<file path="config.mk">
export PLATFORM = sky130hd
export DESIGN_NAME = alu_seq
export DESIGN_NICKNAME = d
export VERILOG_FILES = /design/src/rtl/alu_seq.sv
export SDC_FILE = /design/constraint.sdc
export NUM_CORES = 2
export LEC_CHECK = 0
export ABC_AREA = 0
export CORE_AREA = 5 5 291 293
export DETAILED_ROUTE_END_ITERATION = 12
export DIE_AREA = 0 0 296 298
export HOLD_SLACK_MARGIN = 0.06
export MAX_ROUTING_LAYER = met4
export PLACE_DENSITY = 0.64
export SLEW_MARGIN = 10
export SYNTH_ARGS = -nofsm -noshare
export SYNTH_HDL_FRONTEND = slang
export SYNTH_SLANG_ARGS = --single-unit
export TNS_END_PERCENT = 30
</file>
<file path="constraint.sdc">
create_clock -name clk -period 11.6 [get_ports clk]
set_input_delay 1.74 -clock clk [delete_from_list [all_inputs] [get_ports clk]]
set_output_delay 1.74 -clock clk [all_outputs]
set_load 0.1 [all_outputs]
</file>
<file path="src/rtl/alu_seq.sv">
`default_nettype none
// ============================================================================
//  Module   : alu_seq
//  Purpose  : Sequential ALU with a valid/ready handshake on input and output.
//             Add, sub and the logic ops finish in one cycle. Multiply
//             (shift-add) and divide (restoring) take WIDTH iterations, one
//             bit per cycle. The result and its flags are registered together
//             and held until the consumer takes them. At most one result is
//             in flight at a time.
//  Revision : 1.0 - initial release
// ----------------------------------------------------------------------------
//  Ports
//    clk          rising-edge clock
//    rst          asynchronous, active-high reset
//    in_valid     operation offered
//    in_ready     block can accept an operation (IDLE only)
//    firstInput   operand A
//    secondInput  operand B
//    operation    opcode
//    out_valid    result held and valid
//    out_ready    consumer takes the result
//    ALU_Out      result
//    CarryOut     add carry-out / sub borrow (A < B)
//    Zero         ALU_Out == 0
//    Overflow     mul: upper WIDTH bits of the full product are nonzero
//    DivZero      div with B == 0; ALU_Out is forced to all-ones
// ============================================================================
module alu_seq #(
   parameter int WIDTH = 64,
   parameter int CNT_W = 7
) (
   input  logic             clk,
   input  logic             rst,
   input  logic             in_valid,
   output logic             in_ready,
   input  logic [WIDTH-1:0] firstInput,
   input  logic [WIDTH-1:0] secondInput,
   input  logic [3:0]       operation,
   output logic             out_valid,
   input  logic             out_ready,
   output logic [WIDTH-1:0] ALU_Out,
   output logic             CarryOut,
   output logic             Zero,
   output logic             Overflow,
   output logic             DivZero
);

   localparam logic [3:0] c_op_sub  = 4'b0001;
   localparam logic [3:0] c_op_mul  = 4'b0010;
   localparam logic [3:0] c_op_div  = 4'b0011;
   localparam logic [3:0] c_op_pass = 4'b0111;
   localparam logic [3:0] c_op_and  = 4'b1000;
   localparam logic [3:0] c_op_or   = 4'b1001;
   localparam logic [3:0] c_op_xor  = 4'b1010;
   localparam logic [3:0] c_op_nor  = 4'b1100;

   localparam logic [CNT_W-1:0] c_last = CNT_W'(WIDTH - 1);

   typedef enum logic [1:0] {
      S_IDLE = 2'd0,
      S_BUSY = 2'd1,
      S_DONE = 2'd2
   } state_t;

   state_t               r_state;
   logic [WIDTH-1:0]     r_opa;     // multiplicand (mul) or divisor (div)
   logic                 r_is_div;
   logic [2*WIDTH-1:0]   r_work;    // {high, low}: product or {remainder, quotient}
   logic [CNT_W-1:0]     r_cnt;

   // ---------------------------------------------------------------------
   // Single-cycle datapath, evaluated straight off the input ports so the
   // result can be registered on the accept edge.
   // ---------------------------------------------------------------------
   logic [WIDTH:0]   w_sum;
   logic [WIDTH-1:0] w_res;
   logic             w_carry;
   logic             w_multi;

   always_comb begin
      w_sum   = {1'b0, firstInput} + {1'b0, secondInput};
      w_res   = w_sum[WIDTH-1:0];
      w_carry = w_sum[WIDTH];
      case (operation)
         c_op_sub: begin
            w_res   = firstInput - secondInput;
            w_carry = (firstInput < secondInput);
         end
         c_op_and:  begin w_res = firstInput & secondInput;    w_carry = 1'b0; end
         c_op_or:   begin w_res = firstInput | secondInput;    w_carry = 1'b0; end
         c_op_xor:  begin w_res = firstInput ^ secondInput;    w_carry = 1'b0; end
         c_op_pass: begin w_res = secondInput;                 w_carry = 1'b0; end
         c_op_nor:  begin w_res = ~(firstInput | secondInput); w_carry = 1'b0; end
         default:   ; // add, including every unassigned opcode
      endcase
   end

   assign w_multi = (operation == c_op_mul) || (operation == c_op_div);

   // ---------------------------------------------------------------------
   // One iteration of the multi-cycle ops.
   // Mul: add the multiplicand into the high half when the current
   //      multiplier bit (low half, bit 0) is set, then shift the whole
   //      register right, keeping the add's carry as the new top bit.
   // Div: shift {remainder, quotient} left by one; if the partial remainder
   //      reaches the divisor, subtract it and shift in a quotient 1.
   //      When the subtraction succeeds the difference is below 2^WIDTH,
   //      so only its low WIDTH bits are kept.
   // ---------------------------------------------------------------------
   logic [WIDTH:0]       w_hi_sum;
   logic [2*WIDTH-1:0]   w_mul_next;
   logic [WIDTH:0]       w_shift;
   logic                 w_ge;
   logic [WIDTH-1:0]     w_diff;
   logic [2*WIDTH-1:0]   w_div_next;
   logic [2*WIDTH-1:0]   w_next;
   logic                 w_divz;
   logic [WIDTH-1:0]     w_iter_res;

   always_comb begin
      w_hi_sum   = {1'b0, r_work[2*WIDTH-1:WIDTH]}
                 + (r_work[0] ? {1'b0, r_opa} : {(WIDTH+1){1'b0}});
      w_mul_next = {w_hi_sum, r_work[WIDTH-1:1]};

      w_shift    = r_work[2*WIDTH-1:WIDTH-1];
      w_ge       = (w_shift >= {1'b0, r_opa});
      w_diff     = w_shift[WIDTH-1:0] - r_opa;
      w_div_next = {(w_ge ? w_diff : w_shift[WIDTH-1:0]), r_work[WIDTH-2:0], w_ge};

      w_next     = r_is_div ? w_div_next : w_mul_next;
      w_divz     = r_is_div && (r_opa == '0);
      w_iter_res = w_divz ? {WIDTH{1'b1}} : w_next[WIDTH-1:0];
   end

   // ---------------------------------------------------------------------
   // Control FSM with registered handshake outputs, result and flags.
   // ---------------------------------------------------------------------
   always_ff @(posedge clk or posedge rst) begin
      if (rst) begin
         r_state   <= S_IDLE;
         in_ready  <= 1'b1;
         out_valid <= 1'b0;
         ALU_Out   <= '0;
         CarryOut  <= 1'b0;
         Zero      <= 1'b0;
         Overflow  <= 1'b0;
         DivZero   <= 1'b0;
         r_cnt     <= '0;
         r_opa     <= '0;
         r_is_div  <= 1'b0;
         r_work    <= '0;
      end else begin
         case (r_state)
            S_IDLE: begin
               if (in_valid) begin
                  in_ready <= 1'b0;
                  if (w_multi) begin
                     r_state  <= S_BUSY;
                     r_cnt    <= '0;
                     r_is_div <= (operation == c_op_div);
                     if (operation == c_op_div) begin
                        r_opa  <= secondInput;
                        r_work <= {{WIDTH{1'b0}}, firstInput};
                     end else begin
                        r_opa  <= firstInput;
                        r_work <= {{WIDTH{1'b0}}, secondInput};
                     end
                  end else begin
                     r_state   <= S_DONE;
                     out_valid <= 1'b1;
                     ALU_Out   <= w_res;
                     CarryOut  <= w_carry;
                     Zero      <= (w_res == '0);
                     Overflow  <= 1'b0;
                     DivZero   <= 1'b0;
                  end
               end
            end

            S_BUSY: begin
               r_work <= w_next;
               r_cnt  <= r_cnt + CNT_W'(1);
               if (r_cnt == c_last) begin
                  r_state   <= S_DONE;
                  r_cnt     <= '0;
                  out_valid <= 1'b1;
                  ALU_Out   <= w_iter_res;
                  CarryOut  <= 1'b0;
                  Zero      <= (w_iter_res == '0);
                  Overflow  <= !r_is_div && (w_next[2*WIDTH-1:WIDTH] != '0);
                  DivZero   <= w_divz;
               end
            end

            S_DONE: begin
               if (out_ready) begin
                  r_state   <= S_IDLE;
                  out_valid <= 1'b0;
                  in_ready  <= 1'b1;
               end
            end

            default: begin
               r_state   <= S_IDLE;
               out_valid <= 1'b0;
               in_ready  <= 1'b1;
            end
         endcase
      end
   end

endmodule
`default_nettype wire

</file>
Word-level counts from Yosys, hierarchy flattened
Index checks and enable logic that the tools add are counted.
{"block": "totals", "register_bits": 272, "latch_bits": 0, "ramBits": 0, "romBits": 0, "inputBits": 136, "mem_count": 0}
{"block": "op_classes", "addsub": 5, "mul": 0, "div": 0, "order_cmp": 2, "eq_ne": 16, "shift": 0, "mux": 46, "n_bitwise": 5, "reduce_logical": 17}
{"cell": "64-bit two-way mux", "count": 8}
{"cell": "128-bit two-way mux", "count": 3}
{"cell": "64-bit case mux with 6 select lines", "count": 1}
{"cell": "128-bit case mux with 2 select lines", "count": 1}
{"cell": "64-bit logical NOT", "count": 3}
{"cell": "64-bit by 64-bit adder with 65-bit output", "count": 2}
{"cell": "64-bit case mux with 2 select lines", "count": 1}
{"cell": "64-bit subtractor", "count": 2}
{"cell": "65-bit by 64-bit greater-or-equal comparator with 1-bit output", "count": 1}
{"cell": "64-bit AND", "count": 1}
{"cell": "64-bit < comparator", "count": 1}
{"cell": "64-bit NOT", "count": 1}
{"cell": "64-bit OR", "count": 1}
{"cell": "64-bit nonzero test", "count": 1}
{"cell": "64-bit bitwise XOR", "count": 1}
{"cell": "7-bit two-way mux", "count": 3}
{"cell": "4-bit equality test (second input constant)", "count": 4}
{"cell": "1-bit two-way mux", "count": 16}
{"cell": "7-bit case mux with 2 select lines", "count": 1}
{"cell": "3-bit AND reduction", "count": 4}
{"cell": "2-bit inequality test (second input constant)", "count": 5}
{"cell": "1-bit case mux with 2 select lines", "count": 5}
{"cell": "4-bit by 2-bit equality test with 1-bit output (second input constant)", "count": 2}
{"cell": "2-bit two-way mux", "count": 4}
{"cell": "other kinds (16)", "count": 19}

Logic depth before layout (Yosys ltp)
{"block": "depth", "word_depth": 7, "ltp_mapped": 18, "depth_no_buf": 17}

Worst setup path after synthesis
Ideal clock, no wire load.
{"block": "synth_timing", "kind": "input to register", "from": "input firstInput[0]", "to": "register Zero", "setup_ps": 68, "t_arrival_ps": 5239, "required_time_ps": 11532, "slack_ps": 6293, "stages": 16, "path_buffers": 0, "path_cell_list": "inv_1 ha_1 fa_1 nor2_1 o311ai_0 a211oi_1 o21ai_1 a31oi_1 nor2_1 a2111o_1 nand4_1 or3b_2 or4_1 nor4_1 nand4_1 nand2_1"}
{"block": "synth_via", "elab_chain_cells": 7}
{"item": "start, declared", "line": "36", "rtl": "input logic [WIDTH-1:0] firstInput,"}
{"item": "parallel branches: the longest is 2 deep, another holds 64-bit by 64-bit adder with 65-bit output"}
{"item": "64-bit case mux with 6 select lines *", "line": "84", "rtl": "case (operation)"}
{"item": "64-bit logical NOT *", "line": "173", "rtl": "Zero <= (w_res == '0);"}
{"item": "1-bit two-way mux *", "line": "157", "rtl": "if (w_multi) begin"}
{"item": "1-bit two-way mux *", "line": "155", "rtl": "if (in_valid) begin"}
{"item": "1-bit case mux with 2 select lines *", "line": "153", "rtl": "case (r_state)"}
{"item": "end signal, assigned", "line": "173"}
{"item": "end signal, assigned", "line": "189", "rtl": "Zero <= (w_iter_res == '0);"}
{"item": "end, declared", "line": "43", "rtl": "output logic Zero,"}
Every way passes the cells marked *. The select of a mux whose other input is x is not followed.
A chain may end at the register's enable or synchronous reset.

Worst setup path after layout
{"block": "layout_timing", "from": "input firstInput[16]", "to": "register Zero"}
The elaborated chain is that of the path after synthesis.

==> impl_metrics.json <==
{
  "status": "completed",
  "hp-start": "r_cnt[5]$_DFFE_PP0P_",
  "postCtsResizedCells": 0,
  "num_io_pins": 206,
  "worst-path-buf-inv": 3,
  "io_buffer_count": 205,
  "synth-seq-area-share": 0.187,
  "crit_type": "in2reg",
  "die_h_um": 298,
  "die-area_um2": 88200,
  "final.setup.tns_ns": 0,
  "switching_power_mw": 5.49,
  "clkPwrFrac": 0.137,
  "crit_top_cell": "nand4_1",
  "rr_endpoint": "Overflow$_DFFE_PP0P_",
  "synthCells": 5149,
  "reg2reg_depth": 16,
  "holdPathEnd": "r_cnt[5]$_DFFE_PP0P_",
  "routed_via_density": 6.81,
  "reg2reg_slack_ns": 5.01,
  "seq_power_share": 0.200,
  "num_rows": 105,
  "drive_above_1_share": 0.0504,
  "finalWirelength_um": 189000,
  "vias": 42399,
  "first_pass_iters": 8,
  "clk_latency_ns": 0.61,
  "ys_ff_latch": 272,
  "cp.required_ns": 12.15,
  "drtIter0Drc": 5247,
  "nNetsFinal": 5571,
  "slowest_delay_ns": 0.80,
  "critPathTopFamily": "compound AO/OA/AOI/OAI gates",
  "crit_fanout": 10,
  "async_reset_ff_frac": 1.00,
  "start_util": 0.447,
  "min_path_cells": 1,
  "relSlewSlack": 0.0680,
  "worstMarginPinSlew_ns": 1.39,
  "end_kind": "flip-flop",
  "grt_pass1_vias": 38953,
  "avgSynthCellArea_um2": 7.09,
  "die_w_um": 296,
  "cts_setup_buffers": 0,
  "combPwrFrac": 0.663,
  "ys_types": 102,
  "crit_path_start": "firstInput[16]",
  "hold_viol": 0,
  "arrival_ns": 7.88,
  "cts_sinks": 272,
  "crit_chain": "clkdlybuf4s50_1 > inv_1 > ha_1 > inv_1 > a21oi_1 > a21oi_1 > o311ai_0 > nand3_1 > a221o_1 > a21boi_0 > nand4_1 > nor4_1 > nand4_1 > nor4_1 > nand4_1 > nand2_1",
  "route.detailed.drc": 0,
  "areaGrowthSynthToFinish_pct": 11.1,
  "hp-class": "reg2reg",
  "drtAntennaViolNets": 0,
  "synth_top_area_cell": "dfrtp_1",
  "r2r-start": "r_opa[57]$_DFFE_PP0P_",
  "ctsHtreeMaxLevel": 2,
  "synthesis.nets": 5610,
  "hold_buffers": 0,
  "antenna_found_initial": 13,
  "cp-start-kind": "input port",
  "root_buffer": "clkbuf_16",
  "netSwitchingFraction": 0.570,
  "grt_max_degree": 104,
  "dp_hpwl_um": 147000,
  "cts.path.max_buffers": 3,
  "grt_overflow": 0,
  "cap_viol_max_count": 0,
  "intPower_mw": 4.15,
  "setup_viol": 0,
  "cts_buffers": 38,
  "syn-cell-area_um2": 36500,
  "maxSlewViolCount": 0,
  "synthTopCellsByArea": "dfrtp_1 (19%), ha_1 (11%), a21oi_1 (8.0%)",
  "vdd.ir_drop.worst_mv": 0.181,
  "n_fill_cell": 8325,
  "grt_pass1_wl_um": 271000,
  "mostFrequentLayoutCell": "a21oi_1",
  "final_cell_mix": "a21oi_1 (583), nand2_1 (546), o21ai_0 (462), nor2_1 (444), ha_1 (321)",
  "min_period_over_period": 0.633,
  "cts_tree": "done",
  "post_drt_wl_per_cell_um": 30.3,
  "p_per_area_nw_per_um2": 238,
  "clock_skew_ns": 0.0322,
  "p_leak_nw": 17.1,
  "synth-edff-count": 0,
  "gp_congestion": 1.05,
  "power_mw": 9.64,
  "grt_use_total": 0.417,
  "core_um2": 81600,
  "slowest_stage": "a21boi_0",
  "synth_top_area_share": 0.186,
  "critical_path_depth": 16,
  "rsz0062_at_grt": "false",
  "max_freq_mhz": 136,
  "synth_ff_type": "dfrtp_1",
  "path_clk_slew_ns": 0.06,
  "final_util": 0.497,
  "fin_crit_ns": 7.34,
  "yosysWarnings": 0
}
==> through the flow <==
stage | std cells | setup WS (ns) | area, µm² | hold WS (ns)
2_1_floorplan | 5149 | 2.37 | 36500 | 0.451
3_3_place_gp | 6140 | 3.75 | 39100 | 0.462
3_5_place_dp | 6140 | 3.85 | 39100 | 0.475
4_1_cts | 6210 | 4.48 | 40500 | 0.482
5_1_grt | 6222 | 4.12 | 40500 | 0.502
6_report | 6225 | 4.26 | 40500 | 0.478
==> metal layers <==
metal	wire length [µm]	track usage	part of all wire
met1	78300	0.555	0.42
met2	81100	0.615	0.43
met3	18000	0.0785	0.096
met4	11100	0.192	0.059
met5	0	-	0
==> synthesized netlist by cell type, types with 92 or more instances <==
library cell  instances
dfrtp_1             271
a211oi_1            125
nor3_1               92
o21ai_0             462
nand4_1             130
a21oi_1             583
nor2_1              444
inv_1               310
ha_1                321
nand2_1             548
clkbuf_1            289
==> flip-flops by register name, indices dropped and copies added, names as in the netlist <==
| signal | cells |
|---|---|
| r_state | 2 |
| r_is_div | 1 |
| r_cnt | 7 |
| DivZero | 1 |
| out_valid | 1 |
| in_ready | 1 |
| Zero | 1 |
| CarryOut | 1 |
| Overflow | 1 |
| r_work | 128 |
| r_opa | 64 |
| ALU_Out | 64 |
==> cell families (layout without fill, tap and decap cells) <==
kind of cell / Yosys count / after routing / synth area share
AO/OA/AOI/OAI: 1954 / 1954 / 0.347
AND/OR/NAND/NOR: 1691 / 1691 / 0.221
multiplexers: 122 / 122 / 0.0347
other: 0 / 15 / 0
buffers and inverters: 667 / 658 / 0.0702
flip-flops: 272 / 272 / 0.187
XOR/XNOR: 118 / 118 / 0.0283
adder cells (fa/ha/maj): 325 / 325 / 0.112
==> worst max path at each step <==
stage	end	slack (ns)
global route	Zero$_DFFE_PP0P_	4.12
CTS	Zero$_DFFE_PP0P_	4.48
floorplan	ALU_Out[0]$_DFFE_PP0P_	2.37
detailed placement	Zero$_DFFE_PP0P_	3.85
finish	Zero$_DFFE_PP0P_	4.26
global placement	Zero$_DFFE_PP0P_	3.75
==> layout make-up <==
class	instances	area, µm²	area share
Antenna cell	15	37.5	0.000926
Clock buffer	45	1050	0.0259
Clock inverter	25	323	0.00796
Inverter	313	1180	0.0292
Multi-Input combinational cell	4210	27200	0.671
Sequential cell	272	6810	0.168
Tap cell	1070	1340	0.0330
Timing Repair Buffer	275	2580	0.0638
==> power groups by stage <==
| stage | combinational [mW] | sequential (mW) | clock, mW |
|---|---|---|---|
| after floorplan | 3.61 | 2.49 | 0 |
| after global placement | 6.22 | 1.89 | 0 |
| after detailed placement | 6.22 | 1.90 | 0 |
| after CTS | 6.25 | 1.89 | 1.33 |
| after global routing | 6.77 | 1.95 | 1.36 |
| final | 6.39 | 1.92 | 1.32 |
Power figures use the tool's default switching activity.
